## src/rtl/mac_job_ctrl.sv

```systemverilog
// Job-level initiator for the 8x8 MAC: takes a dot-product command, streams operand
// pairs into the MAC, aligns enable/clear with the product pipeline, returns the sum.
module mac_job_ctrl #(
    parameter int LEN_W    = 8,
    parameter int PIPE_LAT = 1
) (
    input  logic             clk,
    input  logic             rst,
    input  logic             cmd_valid,
    output logic             cmd_ready,
    input  logic [LEN_W-1:0] cmd_len,
    input  logic             in_valid,
    output logic             in_ready,
    input  logic [7:0]       in_a,
    input  logic [7:0]       in_b,
    output logic [7:0]       mac_a,
    output logic [7:0]       mac_b,
    output logic             mac_enable,
    output logic             mac_clear,
    input  logic [15:0]      mac_result,
    input  logic             mac_overflow,
    output logic             out_valid,
    input  logic             out_ready,
    output logic [15:0]      out_result,
    output logic             out_overflow,
    output logic             busy
);
    // state  | meaning
    // IDLE   | waiting for a command, cmd_ready high
    // CLEAR  | one-cycle accumulator clear pulse
    // STREAM | accepting operand pairs until rem reaches zero
    // DRAIN  | PIPE_LAT+1 cycles for the last product to reach the accumulator
    // DONE   | result presented until out_ready

    localparam int DW = $clog2(PIPE_LAT + 1);

    typedef enum logic [2:0] {
        S_IDLE,
        S_CLEAR,
        S_STREAM,
        S_DRAIN,
        S_DONE
    } state_t;

    state_t            state, state_nxt;
    logic [LEN_W-1:0]  rem, rem_nxt;
    logic [DW-1:0]     drain_cnt, drain_cnt_nxt;
    logic [PIPE_LAT-1:0] en_sr;
    logic              sticky, sticky_nxt;
    logic              fire;
    logic              capture;

    assign cmd_ready = (state == S_IDLE);
    assign in_ready  = (state == S_STREAM);
    assign out_valid = (state == S_DONE);
    assign busy      = (state != S_IDLE);
    assign fire      = in_valid & in_ready;
    assign mac_a     = fire ? in_a : 8'd0;
    assign mac_b     = fire ? in_b : 8'd0;
    assign mac_enable = en_sr[PIPE_LAT-1];

    always_comb begin
        state_nxt     = state;
        rem_nxt       = rem;
        drain_cnt_nxt = drain_cnt;
        sticky_nxt    = sticky;
        capture       = 1'b0;
        case (state)
            S_IDLE: begin
                if (cmd_valid) begin
                    rem_nxt    = cmd_len;
                    sticky_nxt = 1'b0;
                    state_nxt  = S_CLEAR;
                end
            end
            S_CLEAR: begin
                if (rem != '0) begin
                    state_nxt = S_STREAM;
                end else begin
                    drain_cnt_nxt = DW'(PIPE_LAT);
                    state_nxt     = S_DRAIN;
                end
            end
            S_STREAM: begin
                sticky_nxt = sticky | mac_overflow;
                if (fire) begin
                    rem_nxt = rem - LEN_W'(1);
                    if (rem == LEN_W'(1)) begin
                        drain_cnt_nxt = DW'(PIPE_LAT);
                        state_nxt     = S_DRAIN;
                    end
                end
            end
            S_DRAIN: begin
                sticky_nxt = sticky | mac_overflow;
                if (drain_cnt == '0) begin
                    capture   = 1'b1;
                    state_nxt = S_DONE;
                end else begin
                    drain_cnt_nxt = drain_cnt - DW'(1);
                end
            end
            S_DONE: begin
                if (out_ready) state_nxt = S_IDLE;
            end
            default: state_nxt = S_IDLE;
        endcase
    end

    always_ff @(posedge clk or negedge rst) begin
        if (!rst) begin
            state        <= S_IDLE;
            rem          <= '0;
            drain_cnt    <= '0;
            sticky       <= 1'b0;
            en_sr        <= '0;
            mac_clear    <= 1'b0;
            out_result   <= 16'd0;
            out_overflow <= 1'b0;
        end else begin
            state     <= state_nxt;
            rem       <= rem_nxt;
            drain_cnt <= drain_cnt_nxt;
            sticky    <= sticky_nxt;
            // enable trails each fire by the product pipeline depth
            en_sr[0]  <= fire;
            for (int i = 1; i < PIPE_LAT; i++) en_sr[i] <= en_sr[i-1];
            mac_clear <= (state_nxt == S_CLEAR);
            if (capture) begin
                out_result   <= mac_result;
                out_overflow <= sticky | mac_overflow;
            end
        end
    end

endmodule

```

## config.mk

```make
export PLATFORM = sky130hd
export DESIGN_NAME = mac_job_ctrl
export DESIGN_NICKNAME = d
export VERILOG_FILES = /design/src/rtl/mac_job_ctrl.sv
export SDC_FILE = /design/constraint.sdc
export NUM_CORES = 1
export LEC_CHECK = 0
export ABC_AREA = 1
export CORE_UTILIZATION = 40
export DETAILED_ROUTE_END_ITERATION = 8
export PLACE_DENSITY = 0.77
export SYNTH_ARGS = -nofsm -noshare
export SYNTH_HDL_FRONTEND = slang
export SYNTH_SLANG_ARGS = --single-unit
```

## constraint.sdc

```tcl
create_clock -name clk -period 3 [get_ports clk]
set_input_delay 0.9 -clock clk [delete_from_list [all_inputs] [get_ports clk]]
set_output_delay 0.9 -clock clk [all_outputs]
set_load 0.02 [all_outputs]
```

==> results of run 1 <==
## worst min-delay path by stage
| stage | from | end | slack [ns] |
|---|---|---|---|
| floorplan | rem[5] | rem[5] | 0.45 |
| global placement | out_result[12] | out_result[12] | 0.45 |
| detailed placement | out_result[10] | out_result[10] | 0.46 |
| CTS | out_result[10] | out_result[10] | 0.47 |
| global route | out_result[13] | out_result[13] | 0.49 |
| finish | out_result[2] | out_result[2] | 0.47 |
## state kept, by name, summed over array words and instances, names as in the netlist
register / count
rem: 8
sticky: 1
mac_clear: 1
out_overflow: 1
state: 3
drain_cnt: 1
mac_enable: 1
out_result: 16
## critical path, delay by kind of cell
kind	cells	cell delay [ns]
buffers and inverters	2	0.85
and+or+nand+nor	2	0.27
## power breakdown
| group | switching, mW | internal [mW] |
|---|---|---|
| clock | 0.156 | 0.246 |
| sequential | 0.141 | 0.643 |
| combinational | 0.840 | 0.607 |
| total | 1.14 | 1.50 |
## stage by stage
stage	instances	instance area, um^2	hold slack [ns]
5_1_grt	384	2700	0.488
4_1_cts	384	2730	0.474
3_3_place_gp	376	2640	0.453
2_1_floorplan	244	1770	0.449
3_5_place_dp	376	2640	0.457
6_report	384	2700	0.471
## cells by family after synthesis
| family | count (synthesis) |
|---|---|
| buffers and inverters | 45 |
| AND/OR/NAND/NOR | 152 |
| AO/OA/AOI/OAI | 12 |
| adder cells (fa/ha/maj) | 3 |
| flip-flops | 32 |
## timing repair
item,in CTS,in global routing
endpoints found under the setup margin,16,16
hold buffers,0,0
gates resized for setup,16,26
## layout make-up
class                           count  area (um^2)
Tap cell                           50         62.6
Inverter                           39          151
Fill cell                         373         1410
Timing Repair Buffer               88          821
Sequential cell                    32          801
Multi-Input combinational cell    167          758
Clock inverter                      2         35.0
Clock buffer                        6         72.6
## metal layers
layer,global-route usage [%],up-vias,part of all wire [%]
li1,-,899,-
met2,31.0,62,48
met4,7.29,0,1.6
met3,5.92,4,6.2
met1,23.4,754,44
met5,0,-,0
## placed cells by master (no fill, tap or decap)
cell	n
inv_6	1
clkbuf_1	1
clkdlybuf4s50_1	68
inv_1	35
buf_4	4
clkinv_2	1
ha_1	3
nand2_4	3
or2_0	2
o21ai_1	4
inv_2	3
o21ai_0	7
dfrtp_1	32
nor2_4	3
a21oi_1	1
nand2_2	3
nand2_1	96
nor2_1	32
nor2_8	1
nand3_1	11
clkdlybuf4s15_1	6
nand4_1	1
clkbuf_8	5
bufinv_16	1
clkbuf_2	10
==> impl_metrics.yaml, run 1 <==
critical_path:
  critical_path_required_ns: 2.10
  reg2reg_from: "state[2]"
  critPathMaxStageDelay_ns: 0.54
  crit_end: "mac_a[4]"
  cpMaxStageDelayCell: "clkdlybuf4s50_1"
  worstSetupStartpoint: "in_valid"
  rrSetupSlack_ns: 1.49
  critPathKind: "primary input to primary output"
  r2r_cells: 9
  crit_fanout: 18
  crit_chain: "clkdlybuf4s50_1 -> nand2_4 -> nor2_1 -> clkdlybuf4s15_1"
  arrival_ns: 2.02
  rr_endpoint: "rem[6]"
  startpoint_type: "primary input"
  cp-end-kind: "primary output"
logic_synthesis:
  synth_nets: 293
  syn_area_um2: 1770
  ys_ff_latch: 32
  async_reset_ff_share_pct: 100
  synth_top_family_by_area: "simple AND/OR/NAND/NOR gates"
  ys_types: 21
  synthMuxAreaShare_pct: 0
  netlist.area_leader.share_pct: 45.2
  synth_edf_count: 0
  synthCells: 244
  seq_area_frac_synth_pct: 45.2
  yosys.cell_count.top_type: "nand2_1"
  synth_commonest_cells: "96 x nand2_1, 35 x inv_1, 32 x dfrtp_1, 32 x nor2_1, 11 x nand3_1"
  synthSimpleGateAreaFrac_pct: 37.3
  yosys-top-cells-area: "dfrtp_1 45%, nand2_1 20%, inv_1 7.4%"
  synthXorXnorAreaFrac_pct: 0
  ys_warn_count: 0
  synthFlopType: "dfrtp_1"
  synth_compound_area_share_pct: 3.39
  synth-adder-area-share_pct: 2.12
  synth_top_area_cell: "dfrtp_1"
  syn_area_per_cell_um2: 7.26
global_routing:
  grt_pass1_vias: 1580
  grt_pass1_wl_um: 6550
  antenna_found_initial: 0
  grt_max_degree: 33
  overflow: 0
  grt_usage_pct: 19.0
drt:
  drc: 0
  num_vias: 1719
  via_per_inst: 4.48
  firstDrtPassIters: 4
  first_iter_violations: 56
  wl_um: 4100
  avgRoutedWirePerCell_um: 10.7
  antenna_left: 0
hold_path:
  hp-class: "flip-flop to flip-flop"
  holdPathStages: 2
floorplan:
  core-area_um2: 4120
  fp.dieH_um: 68.6
  ios: 85
  die_area_um2: 4700
  fp.dieW_um: 68.6
  num_rows: 23
  start_util_pct: 43.1
cells_and_area:
  final_nets: 382
  area_delta_synth_final_pct: 52.5
  fin_util_pct: 65.6
  diodes: 0
  drive_above_1_share_pct: 10.5
clock_tree:
  clock-sinks: 32
  path_clk_slew_ns: 0.07
  root_buffer: "clkbuf_8"
  post_cts_buffers: 0
  clock_latency_ns: 0.28
  htree_num_levels: 2
  clk_path_buf_depth: 2
  numCtsBuffers: 5
  cts_tree: "yes"
sta:
  setup_viol: 0
  slew_viol_final: 0
  finalSetupTns_ns: 0
  finClkSkew_ns: 0.00495
  fin_crit_ns: 2.92
  worst_slew_pin_slew_ns: 0.400
  fin_crit_sh_pct: 97.4
  rsz0062_at_grt: "false"
  worst_slack_ns: 0.0776
  finalHoldViolCount: 0
  fmax_mhz: 342
  max-slew-margin-rel_pct: 73.3
placed_design:
  dp_slack_ns: -0.251
  portBuffers: 84
  place_congestion: 0.806
  place_hpwl_um: 3150
power_and_ir_drop:
  p_leak_nw: 1.43
  p_per_area_nw_per_um2: 975
  vdd_drop_max_v: 0.000332
  total_power_mw: 2.63
job:
  cap_violations: 0
run_status:
  status: "complete, no violations"
(Power assumes the default switching activity.)
==> run 2: changes to the inputs <==
--- a/config.mk
+++ b/config.mk
@@ -7,8 +7,11 @@
 export LEC_CHECK = 0
 export ABC_AREA = 1
 export CORE_UTILIZATION = 40
+export CTS_BUF_LIST = sky130_fd_sc_hd__clkbuf_8
+export CTS_CLUSTER_SIZE = 20
 export DETAILED_ROUTE_END_ITERATION = 8
-export PLACE_DENSITY = 0.77
+export DONT_BUFFER_PORTS = 1
+export PLACE_DENSITY = 0.52
 export SYNTH_ARGS = -nofsm -noshare
 export SYNTH_HDL_FRONTEND = slang
 export SYNTH_SLANG_ARGS = --single-unit
==> impl_metrics.yaml, run 2 (synthesized netlist as in run 1, its figures left out) <==
clock_tree:
  postCtsHoldBufs: 0
  clock_latency_ns: 0.28
  root_buffer: "clkbuf_8"
  htree_num_levels: 2
  numCtsBuffers: 5
  path_clk_slew_ns: 0.07
  cts_tree: "yes"
  clock-sinks: 32
  post_cts_buffers: 0
  cts.repair.resized: 0
  clk_path_buf_depth: 2
cells_and_area:
  final_common_cell: "nand2_1"
  num-fill-cells: 418
  fin_cells: 297
  diodes: 0
  area_delta_synth_final_pct: 5.79
  final_cell_mix: "96 x nand2_1, 36 x inv_1, 32 x nor2_1, 32 x dfrtp_1, 11 x nand3_1"
  largest_reg_flops: 16
  reg_top3: "out_result x16, rem x8, state x3"
  final_nets: 295
  drive_above_1_share_pct: 8.91
  largest_register: "out_result"
critical_path:
  critPathKind: "flip-flop to primary output"
  critical_path_required_ns: 2.10
  crit_fanout: 18
  arrival_ns: 1.49
  cp-end-kind: "primary output"
  startpoint_type: "flip-flop"
floorplan:
  fp.dieH_um: 68.6
  fp.dieW_um: 68.6
  num_rows: 23
  core-area_um2: 4120
  start_util_pct: 43.1
  ios: 85
  die_area_um2: 4700
sta:
  worst_slack_ns: 0.613
  setup_viol: 0
  rsz0062_at_grt: "false"
  fin_crit_sh_pct: 79.6
  finClkSkew_ns: 0.00150
  finalSetupTns_ns: 0
  fin_crit_ns: 2.39
  fmax_mhz: 419
  max-slew-margin-rel_pct: 69.7
  slew_viol_final: 0
  finalHoldViolCount: 0
  worst_slew_pin_slew_ns: 0.452
global_routing:
  grt_max_degree: 33
  grt_usage_pct: 16.2
  overflow: 0
  grt_pass1_wl_um: 5370
  grt_pass1_vias: 1199
  antenna_found_initial: 0
drt:
  antenna_left: 0
  via_per_inst: 4.69
  wl_um: 3550
  num_vias: 1392
  firstDrtPassIters: 4
  first_iter_violations: 59
  avgRoutedWirePerCell_um: 12.0
  drc: 0
power_and_ir_drop:
  p_leak_nw: 1.08
  p_per_area_nw_per_um2: 1150
  vdd_drop_max_v: 0.000350
  total_power_mw: 2.16
placed_design:
  dp_slack_ns: 0.740
  dp_cells: 289
  place_hpwl_um: 2580
  portBuffers: 0
  place_congestion: 0.748
job:
  cap_violations: 0
run_status:
  status: "complete, no violations"
hold_path:
  hp-class: "primary input to asynchronous set/reset pin"
==> run 2: final cells by class <==
type | count | area [um^2] | area share [%]
flip-flops and latches | 32 | 801 | 42.7
inverters | 39 | 151 | 8.08
well taps | 50 | 62.6 | 3.34
multi-input cells | 167 | 758 | 40.5
clock inverters | 2 | 11.3 | 0.601
repair buffers | 1 | 7.51 | 0.401
clock buffers | 6 | 82.6 | 4.41
==> run 2: per-stage QoR <==
step	cell area, um^2	hold slack, ns	util (%)
after global placement	1780	0.476	43.3
after CTS	1870	0.295	45.5
after floorplan	1770	0.449	-
final	1870	0.312	45.5
after detailed placement	1780	0.482	43.3
after global routing	1870	0.287	45.5
==> run 2: worst paths after layout <==
path	start	to	slack [ns]	cells after the start
worst max-delay path	state[2]	mac_b[7]	0.61	5
worst min-delay path	rst	mac_enable	0.31	0
worst max register to register	state[0]	rem[6]	1.56	8
worst min register to register	rem[5]	rem[5]	0.49	2
max in group asynchronous	rst	out_result[15]	2.61	0
min in group clk	rem[5]	rem[5]	0.49	2
==> run 2: layer usage <==
layer	vias to the layer above	routed length (um)	track usage, %
li1	723	-	-
met1	601	1650	19.8
met2	66	1580	24.9
met3	2	295	6.41
met4	0	29	7.03
met5	-	0	0
==> run 2: worst max-delay path: stages (launching register included) <==
cell and delay [ns]:
dfrtp_1 0.42, inv_2 0.10, nand2_4 0.08, nor2_4 0.12
nand2_4 0.14, nor2_1 0.34
==> run 2: where the power goes <==
part / leakage [nW] / internal, mW / switching [mW]
clock network: 0.0486 / 0.183 / 0.156
logic: 0.638 / 0.270 / 0.596
registers: 0.392 / 0.643 / 0.314
==> run 3: changes to the inputs <==
==> constraint.sdc (replaced) <==
create_clock -name clk -period 2.2 [get_ports clk]
set_input_delay 0.66 -clock clk [delete_from_list [all_inputs] [get_ports clk]]
set_output_delay 0.66 -clock clk [all_outputs]
set_load 0.02 [all_outputs]
==> impl_metrics.yaml, run 3 (synthesized netlist as in run 1, its figures left out) <==
run_status:
  status: "complete, no violations"
cells_and_area:
  reg_top3: "out_result x16, rem x8, state x3"
  largest_reg_flops: 16
  drive_above_1_share_pct: 14.4
  final_cell_mix: "96 x nand2_1, 36 x inv_1, 32 x nor2_1, 32 x dfrtp_1, 17 x buf_4"
  area_delta_synth_final_pct: 13.3
  register_area_um2: 801
  largest_register: "out_result"
  num-fill-cells: 419
  final_nets: 311
  diodes: 0
  final_common_cell: "nand2_1"
  multiInputGateArea_um2: 758
drt:
  firstDrtPassIters: 4
  first_iter_violations: 67
  antenna_left: 0
  via_per_inst: 4.73
  wl_um: 3690
  drc: 0
  num_vias: 1480
  avgRoutedWirePerCell_um: 11.8
sta:
  finalSetupTns_ns: 0
  fin_crit_sh_pct: 94.4
  slew_viol_final: 0
  finClkSkew_ns: 0.00141
  worst_slack_ns: 0.123
  fmax_mhz: 482
  rsz0062_at_grt: "false"
  worst_slew_pin_slew_ns: 0.464
  setup_viol: 0
  max-slew-margin-rel_pct: 69.0
  finalHoldViolCount: 0
  fin_crit_ns: 2.08
job:
  cap_violations: 0
clock_tree:
  path_clk_slew_ns: 0.07
  root_buffer: "clkbuf_8"
  clock_latency_ns: 0.28
  clock-sinks: 32
  numCtsBuffers: 5
  htree_num_levels: 2
  post_cts_buffers: 0
  clk_path_buf_depth: 2
  postCtsHoldBufs: 0
  cts_tree: "yes"
  cts.repair.resized: 0
global_routing:
  grt_usage_pct: 17.3
  grt_pass1_vias: 1313
  grt_max_degree: 33
  overflow: 0
  grt_pass1_wl_um: 5750
  antenna_found_initial: 0
critical_path:
  crit_fanout: 18
  path_buf_inv: 2
  r2r_cells: 8
  arrival_ns: 1.42
  rrSetupSlack_ns: 0.74
  crit_chain: "inv_2 -> nand2_4 -> nor2_4 -> nand2_4 -> nor2_1 -> buf_4"
  startpoint_type: "flip-flop"
  critPathMaxStageDelay_ns: 0.42
  cpMaxStageDelayCell: "dfrtp_1"
  critPathKind: "flip-flop to primary output"
  rr_endpoint: "rem[7]"
  crit_family: "simple AND/OR/NAND/NOR gates"
  cp-end-kind: "primary output"
  critical_path_required_ns: 1.54
  cp.depth: 6
  reg2reg_from: "state[0]"
  crit_top_cell: "nand2_4"
floorplan:
  fp.dieH_um: 68.6
  ios: 85
  start_util_pct: 43.1
  core-area_um2: 4120
  num_rows: 23
  fp.dieW_um: 68.6
  die_area_um2: 4700
placed_design:
  place_hpwl_um: 2730
  place_congestion: 0.727
  dp_slack_ns: 0.411
  portBuffers: 0
power_and_ir_drop:
  p_leak_nw: 1.17
  p_per_area_nw_per_um2: 1550
  vdd_drop_max_v: 0.000457
hold_path:
  hp-class: "primary input to asynchronous set/reset pin"
## run 3: metal layers
layer | global-route usage, % | vias up | wire length [um]
met2 | 27.2 | 68 | 1730
met3 | 8.06 | 4 | 355
met4 | 7.03 | 0 | 46
met5 | 0 | - | 0
li1 | - | 759 | -
met1 | 20.1 | 649 | 1560
## run 3: worst max path at each step
stage / start / to / slack, ns
final: state[2] / mac_a[0] / 0.12
after floorplan: state[2] / mac_a[5] / 0.29
after detailed placement: state[2] / mac_b[7] / 0.41
after global placement: state[2] / mac_b[7] / 0.42
after global routing: state[2] / mac_b[6] / 0.004
after CTS: state[2] / mac_b[7] / 0.09
## run 3: worst register-to-register path: cells and delay by family (launching register included)
kind | cells | cell delay, ns
flip-flops | 1 | 0.43
buffers and inverters | 2 | 0.21
AND/OR/NAND/NOR | 6 | 0.72
## run 3: cell type report
type	instances	area share, %
Clock buffer	5	3.43
Clock inverter	3	1.93
Inverter	39	7.54
Multi-Input combinational cell	167	37.8
Sequential cell	32	39.9
Tap cell	50	3.12
Timing Repair Buffer	17	6.36
## run 3: where the power goes
part	total (mW)	internal [mW]	switching, mW	leakage [nW]
Clock	0.547	0.331	0.216	0.0593
Combinational	1.25	0.425	0.824	0.723
Sequential	1.31	0.877	0.432	0.392
## run 3: metrics by stage
stage	util, %	hold WS [ns]	instances	power (mW)	cell area, um^2
floorplan	-	0.364	244	2.34	1770
global placement	46.2	0.365	305	2.57	1900
detailed placement	46.2	0.365	305	2.59	1900
CTS	48.8	0.0562	313	3.16	2010
global route	48.8	0.0426	313	3.43	2010
finish	48.8	0.0672	313	3.10	2010
